$ cat src/rtl/popcnt_pkg.sv
// Shared definitions for the 12-bit popcount block family: widths, FSM states,
// and helpers that map a popcount k to its first and last k-bit words.
package popcnt_pkg;

  localparam int PC_W    = 12;
  localparam int PC_OH_W = 13;

  typedef enum logic [0:0] {IDLE, RUN} state_t;

  // Lowest word with k ones: (1<<k)-1, built 13 bits wide so k=12 works.
  function automatic logic [PC_W-1:0] first_word(input logic [3:0] k);
    logic [PC_W:0] ones;
    ones = (13'd1 << k) - 13'd1;
    return ones[PC_W-1:0];
  endfunction

  // Highest word with k ones: the k ones packed against the MSB.
  function automatic logic [PC_W-1:0] last_word(input logic [3:0] k);
    return first_word(k) << (4'd12 - k);
  endfunction

  function automatic logic [3:0] oh_to_k(input logic [PC_OH_W-1:0] oh);
    logic [3:0] k;
    k = 4'd0;
    for (int i = 0; i < PC_OH_W; i++) begin
      if (oh[i]) k = 4'(i);
    end
    return k;
  endfunction

endpackage

$ cat src/rtl/gosper_next12.sv
// Next higher 12-bit word with the same popcount (Gosper's hack), with the
// divide by the lowest set bit replaced by a right shift of ctz(cur).
module gosper_next12
  import popcnt_pkg::*;
(
  input  logic [PC_W-1:0] cur,
  output logic [PC_W-1:0] nxt
);

  logic [PC_W-1:0] low_bit;
  logic [PC_W:0]   sum;
  logic [PC_W:0]   tail;
  logic [PC_W:0]   merged;
  logic [3:0]      ctz;
  logic            unused_msb;

  always_comb begin
    low_bit = cur & (~cur + 12'd1);
    sum     = {1'b0, cur} + {1'b0, low_bit};
    ctz     = 4'd12;
    for (int i = PC_W - 1; i >= 0; i--) begin
      if (cur[i]) ctz = 4'(i);
    end
    tail    = ((sum ^ {1'b0, cur}) >> 2) >> ctz;
    merged  = sum | tail;
  end

  // The top word is never advanced, so the carry out of sum is never needed.
  assign nxt        = merged[PC_W-1:0];
  assign unused_msb = merged[PC_W];

endmodule

$ cat src/rtl/popcnt12.sv
// 12-bit population counter with a one-hot result: bit k set means k ones.
module popcnt12
  import popcnt_pkg::*;
(
  input  logic [PC_W-1:0]    data,
  output logic [PC_OH_W-1:0] cnt
);

  logic [3:0] sum;

  always_comb begin
    sum = 4'd0;
    for (int i = 0; i < PC_W; i++) begin
      sum = sum + {3'd0, data[i]};
    end
    cnt = 13'd1 << sum;
  end

endmodule

$ cat src/rtl/popcnt12_gen.sv
// Streams every 12-bit word with k ones in ascending order for a one-hot k.
// Optional output self-check against popcnt12 when POPCNT12_GEN_CHECK_EN is defined.
module popcnt12_gen
  import popcnt_pkg::*;
#(
  parameter int IDX_W = 10
) (
  input  logic               clk,
  input  logic               rst_n,
  input  logic               cmd_valid,
  output logic               cmd_ready,
  input  logic [PC_OH_W-1:0] cmd_cnt,
  output logic               cmd_err,
  output logic               out_valid,
  input  logic               out_ready,
  output logic [PC_W-1:0]    out_data,
  output logic [IDX_W-1:0]   out_idx,
  output logic               out_last,
  output logic               chk_err
);

  // Both interfaces use valid/ready: a transfer happens on a rising edge where
  // valid and ready are both high; the producer holds its payload until then.

  state_t             state, state_nxt;
  logic [PC_W-1:0]    data_q;
  logic [PC_W-1:0]    data_succ;
  logic [IDX_W-1:0]   idx_q;
  logic [3:0]         k_q;
  logic               cmd_err_q;
  logic               is_onehot;
  logic               load;
  logic               advance;
  logic               last;

  assign is_onehot = (cmd_cnt != '0) && ((cmd_cnt & (cmd_cnt - 13'd1)) == '0);
  assign last      = (state == RUN) && (data_q == last_word(k_q));

  gosper_next12 u_next (
    .cur (data_q),
    .nxt (data_succ)
  );

  always_ff @(posedge clk or negedge rst_n) begin
    if (!rst_n) state <= IDLE;
    else        state <= state_nxt;
  end

  always_comb begin
    state_nxt = state;
    load      = 1'b0;
    advance   = 1'b0;
    cmd_ready = 1'b0;
    out_valid = 1'b0;
    case (state)
      IDLE: begin
        cmd_ready = 1'b1;
        if (cmd_valid && is_onehot) begin
          load      = 1'b1;
          state_nxt = RUN;
        end
      end
      RUN: begin
        out_valid = 1'b1;
        if (out_ready) begin
          if (last) state_nxt = IDLE;
          else      advance   = 1'b1;
        end
      end
      default: state_nxt = IDLE;
    endcase
  end

  always_ff @(posedge clk or negedge rst_n) begin
    if (!rst_n) begin
      data_q    <= '0;
      idx_q     <= '0;
      k_q       <= '0;
      cmd_err_q <= 1'b0;
    end else begin
      cmd_err_q <= cmd_ready && cmd_valid && !is_onehot;
      if (load) begin
        data_q <= first_word(oh_to_k(cmd_cnt));
        idx_q  <= '0;
        k_q    <= oh_to_k(cmd_cnt);
      end else if (advance) begin
        data_q <= data_succ;
        idx_q  <= idx_q + IDX_W'(1);
      end
    end
  end

  assign cmd_err  = cmd_err_q;
  assign out_data = data_q;
  assign out_idx  = idx_q;
  assign out_last = last;

`ifdef POPCNT12_GEN_CHECK_EN
  logic [PC_OH_W-1:0] chk_cnt;
  logic [PC_OH_W-1:0] cnt_q;
  logic               chk_err_q;

  popcnt12 u_chk (
    .data (data_q),
    .cnt  (chk_cnt)
  );

  // Sticky: once a streamed word disagrees with the command, only reset clears it.
  always_ff @(posedge clk or negedge rst_n) begin
    if (!rst_n) begin
      cnt_q     <= '0;
      chk_err_q <= 1'b0;
    end else begin
      if (load) cnt_q <= cmd_cnt;
      if (out_valid && out_ready && (chk_cnt != cnt_q)) chk_err_q <= 1'b1;
    end
  end

  assign chk_err = chk_err_q;
`else
  assign chk_err = 1'b0;
`endif

endmodule

$ cat config.mk
export PLATFORM = sky130hd
export DESIGN_NAME = popcnt12_gen
export DESIGN_NICKNAME = d
export VERILOG_FILES = /design/src/rtl/popcnt_pkg.sv /design/src/rtl/gosper_next12.sv /design/src/rtl/popcnt12.sv /design/src/rtl/popcnt12_gen.sv
export SDC_FILE = /design/constraint.sdc
export NUM_CORES = 1
export LEC_CHECK = 0
export BUFFER_PORTS_ARGS = -buffer_cell sky130_fd_sc_hd__buf_2
export CAP_MARGIN = 0
export CORE_MARGIN = 5
export CORE_UTILIZATION = 50
export DETAILED_ROUTE_END_ITERATION = 16
export GPL_TIMING_DRIVEN = 0
export PLACE_DENSITY = 0.7
export SLEW_MARGIN = 20
export SYNTH_ARGS = -nofsm -noshare
export SYNTH_HDL_FRONTEND = slang
export SYNTH_SLANG_ARGS = --single-unit
$ cat constraint.sdc
create_clock -name clk -period 4.7 [get_ports clk]
set_input_delay 0.47 -clock clk [delete_from_list [all_inputs] [get_ports clk]]
set_output_delay 0.47 -clock clk [all_outputs]
set_load 0.02 [all_outputs]
==> results by group <==
Power
  – Leakage: ~1.9 nW
  – PD cells: 399.7 nW/um2
  – Total power: 1.868 mW
  – Worst VDD drop: 335.0 uV

Logic synthesis
  – Mux contribution to synthesized area: 7.179%
  – Seq/Total Area, Yosys: 16.89%
  – Prevailing post-synth register cell: dfrtp_1
  – Most common cell in the synthesized netlist: nor2_1
  – Post-synth EDFFs: 0
  – Largest family of logic cells by synthesized area: compound AO/OA/AOI/OAI gates
  – Syn Area/Cell: 7.201 um2
  – FFs w/ async S/R, synth: 100.0%
  – Post-synth top area cell: dfrtp_1
  – Syn Nets: between 600 and 700
  – Post-synthesis instance area: slightly above 4000 um2
  – Flops & latches, synth: 28
  – Adder-Cell Fraction of Synth Area: 2.715%
  – Yosys top cell area share: roughly 17%
  – Synth Area in Simple Gates: a little under 30%
  – Ys Warns: 0
  – Cells after Synth: approximately 580
  – Commonest cells post-synth: 56 x nor2_1, 53 x nand2_1, 42 x o21ai_0
  – Area contributors post-synth: dfrtp_1 17%, nor2_1 5.1%, o21ai_0 5.1%
  – Xor-xnor portion of the synthesized cell area: 2.534%
  – Compound-Gate Fraction of Synth Area: 34.03%
  – Unique masters post-synth: 84

Worst setup path
  – Crit Path Class: reg2out
  – Crit end category: output pin
  – CP startpoint: k_q[0]
  – Crit-path max FO: 10
  – Critical Path RT: 4.23 ns
  – Worst r2r src: k_q[0]
  – CP Cell Sequence: buf_4 > buf_6 > inv_2 > ha_1 > ha_1 > clkbuf_8 > nor2b_4 > inv_1 > ha_2 > buf_6 > nand2b_1 > o221a_2 > mux4_2 > nand3b_1 > nand4_1 > nor3_2 > nand4_4 > inv_6 > buf_4
  – Cell at the slowest stage of the critical path: mux4_2
  – Reg2reg setup slack: 0.18 ns
  – Slowest cell delay on critical path: 0.51 ns
  – CP arrival: approximately 4 ns
  – Critical Path Start Type: flop

Clocking
  – TritonCTS buffer count: 3
  – Clk root buf: clkbuf_8
  – Clk_lat worst skew: 0.28 ns
  – Hold-fix buffer count after cts: 0
  – Num Clock Sinks: 28
  – Clock transition at the registers of the reported paths: 0.11 ns
  – Max H-tree Level: 1
  – Longest Clk Path Bufs: 2
  – Clock tree from TritonCTS: yes

STA
  – Final Setup Violations: 0
  – F_max: approximately 0.22 GHz
  – Fin crit period: 4.547 ns
  – RSZ-0062 raised after global routing: false
  – Final Hold Fails: 0
  – Max-slew violations: 0
  – Max-slew headroom: 39.23%
  – Max Clock Skew: 0.003029 ns
  – Setup TNS: 0 ns
  – Worst Max-Slew Pin Slew: 0.9051 ns
  – Period utilisation layout: 96.76%

Placement
  – Routability-driven placement congestion ratio: 1.026
  – Placed Area: 4484 um2
  – HPWL after DPL: 10.37 mm
  – Port Buffers: 41

Global route
  – Total track usage: approximately 27%
  – First-pass GRT wire length: 22.59 mm
  – Pin count of the biggest net entering global routing: 29
  – Grt ovf: 0
  – Vias in the first global route: 4613
  – Initial antenna violation count: 0

Die
  – Rows: 33
  – Die height: 101.1 um
  – Effective utilization at floorplan: 50.99%
  – I/O Pins: 44
  – Core Region: 8134 um2
  – DIE WIDTH: 101.1 um
  – Die area: 10220 um2

Layout
  – Fin area: 4672 um2
  – Final Net Count: 653
  – Layout cells sized above 1: 16.61%
  – Number of diodes: 0
  – Number of fillers in the final layout: 808
  – Layout area overhead: 12.64%

Detailed routing
  – Initial DRC Count: 389
  – WL per Instance: 19.09 um
  – Post-Route WL: 13.96 mm
  – Drt pass-1 iters: 5
  – Via count: between 4000 and 5000
  – Routed vias/inst: just under 7
  – DR DRC count: 0
  – Antenna-violating nets left: 0

Outcome
  – Status: finished clean

Min path
  – Type of the worst min-delay path: in2async

Job
  – MaxCap Viol Count: 0
## sequential cells by signal, summed over array words and instances, names as in the netlist
signal	flops
k_q	4
out_data	12
state	1
cmd_err	1
out_idx	10
## kinds of logic after synthesis
family / after synthesis
simple gates: 234
compound gates: 199
buf+inv: 66
flops: 28
mux: 27
xor+xnor: 12
fa+ha+maj: 9
other cells: 1
## critical path: cells and delay by family (launching register included)
family                     cells  cell delay [ns]
buffers and inverters          8             1.03
and+or+nand+nor                6             0.94
adders and majority gates      3             0.59
muxes                          1             0.51
DFF                            1             0.40
AOI/OAI and AO/OA              1             0.35
## report_power, final
group / internal (mW) / switching, mW / total (mW)
registers: 0.307 / 0.0977 / 0.405
clock network: 0.114 / 0.0849 / 0.199
logic: 0.444 / 0.820 / 1.26
total: 0.865 / 1.00 / 1.87
## what timing repair did
action,in CTS,in global routing
gates resized for setup,15,11
setup endpoints to repair,24,19
pin swaps,3,5
setup buffers,5,1
## per-stage QoR
step                      hold slack (ns)  cells  util [%]  worst slack, ns
after floorplan                    0.1744    576         -           0.2629
after global placement             0.5182    722     55.13          -0.5919
after detailed placement           0.5196    722     55.13          -0.7161
after CTS                          0.2114    730     56.91          0.01357
after global routing               0.2299    731     57.44         0.002444
final                              0.1950    731     57.44           0.1525
## cell type report
class | count | area [um2] | share of cell area, %
timing repair buffer | 47 | 252.7 | 5.410
multi-input combinational | 482 | 3193 | 68.34
clock inverter | 1 | 30.03 | 0.6427
buffer | 48 | 254.0 | 5.437
sequential | 28 | 700.7 | 15.00
tap | 105 | 131.4 | 2.812
clock buffer | 3 | 41.29 | 0.8838
inverter | 17 | 68.82 | 1.473
## metal layers
metal | GRT usage (%) | routed length [um]
met1 | 35.93 | 5903
met2 | 44.97 | 6533
met3 | 3.875 | 1127
met4 | 8.282 | 391
met5 | 0 | 0
## path summary, 6_finish.rpt
| kind | to | cells past startpoint |
|---|---|---|
| setup / recovery | out_last | 19 |
| hold / removal | out_idx[3] | 1 |
| setup reg to reg | out_data[3] | 22 |
| hold reg to reg | out_idx[3] | 1 |
| max in group asynchronous | out_data[11] | 1 |
| min in group clk | cmd_err | 2 |
## cells in the final DEF (no fill, tap or decap), drive strengths merged, types with 10 or more instances in the layout
| master | count |
|---|---|
| dfrtp | 28 |
| nor4 | 13 |
| clkbuf | 34 |
| buf | 64 |
| nand2b | 14 |
| nor3 | 21 |
| mux2i | 17 |
| nor2 | 56 |
| nand3 | 16 |
| nor2b | 14 |
| inv | 16 |
| o31ai | 13 |
| o21ai | 44 |
| o211ai | 10 |
| a21oi | 33 |
| a211oi | 14 |
| nand2 | 53 |
Power figures use the tool's default switching activity.
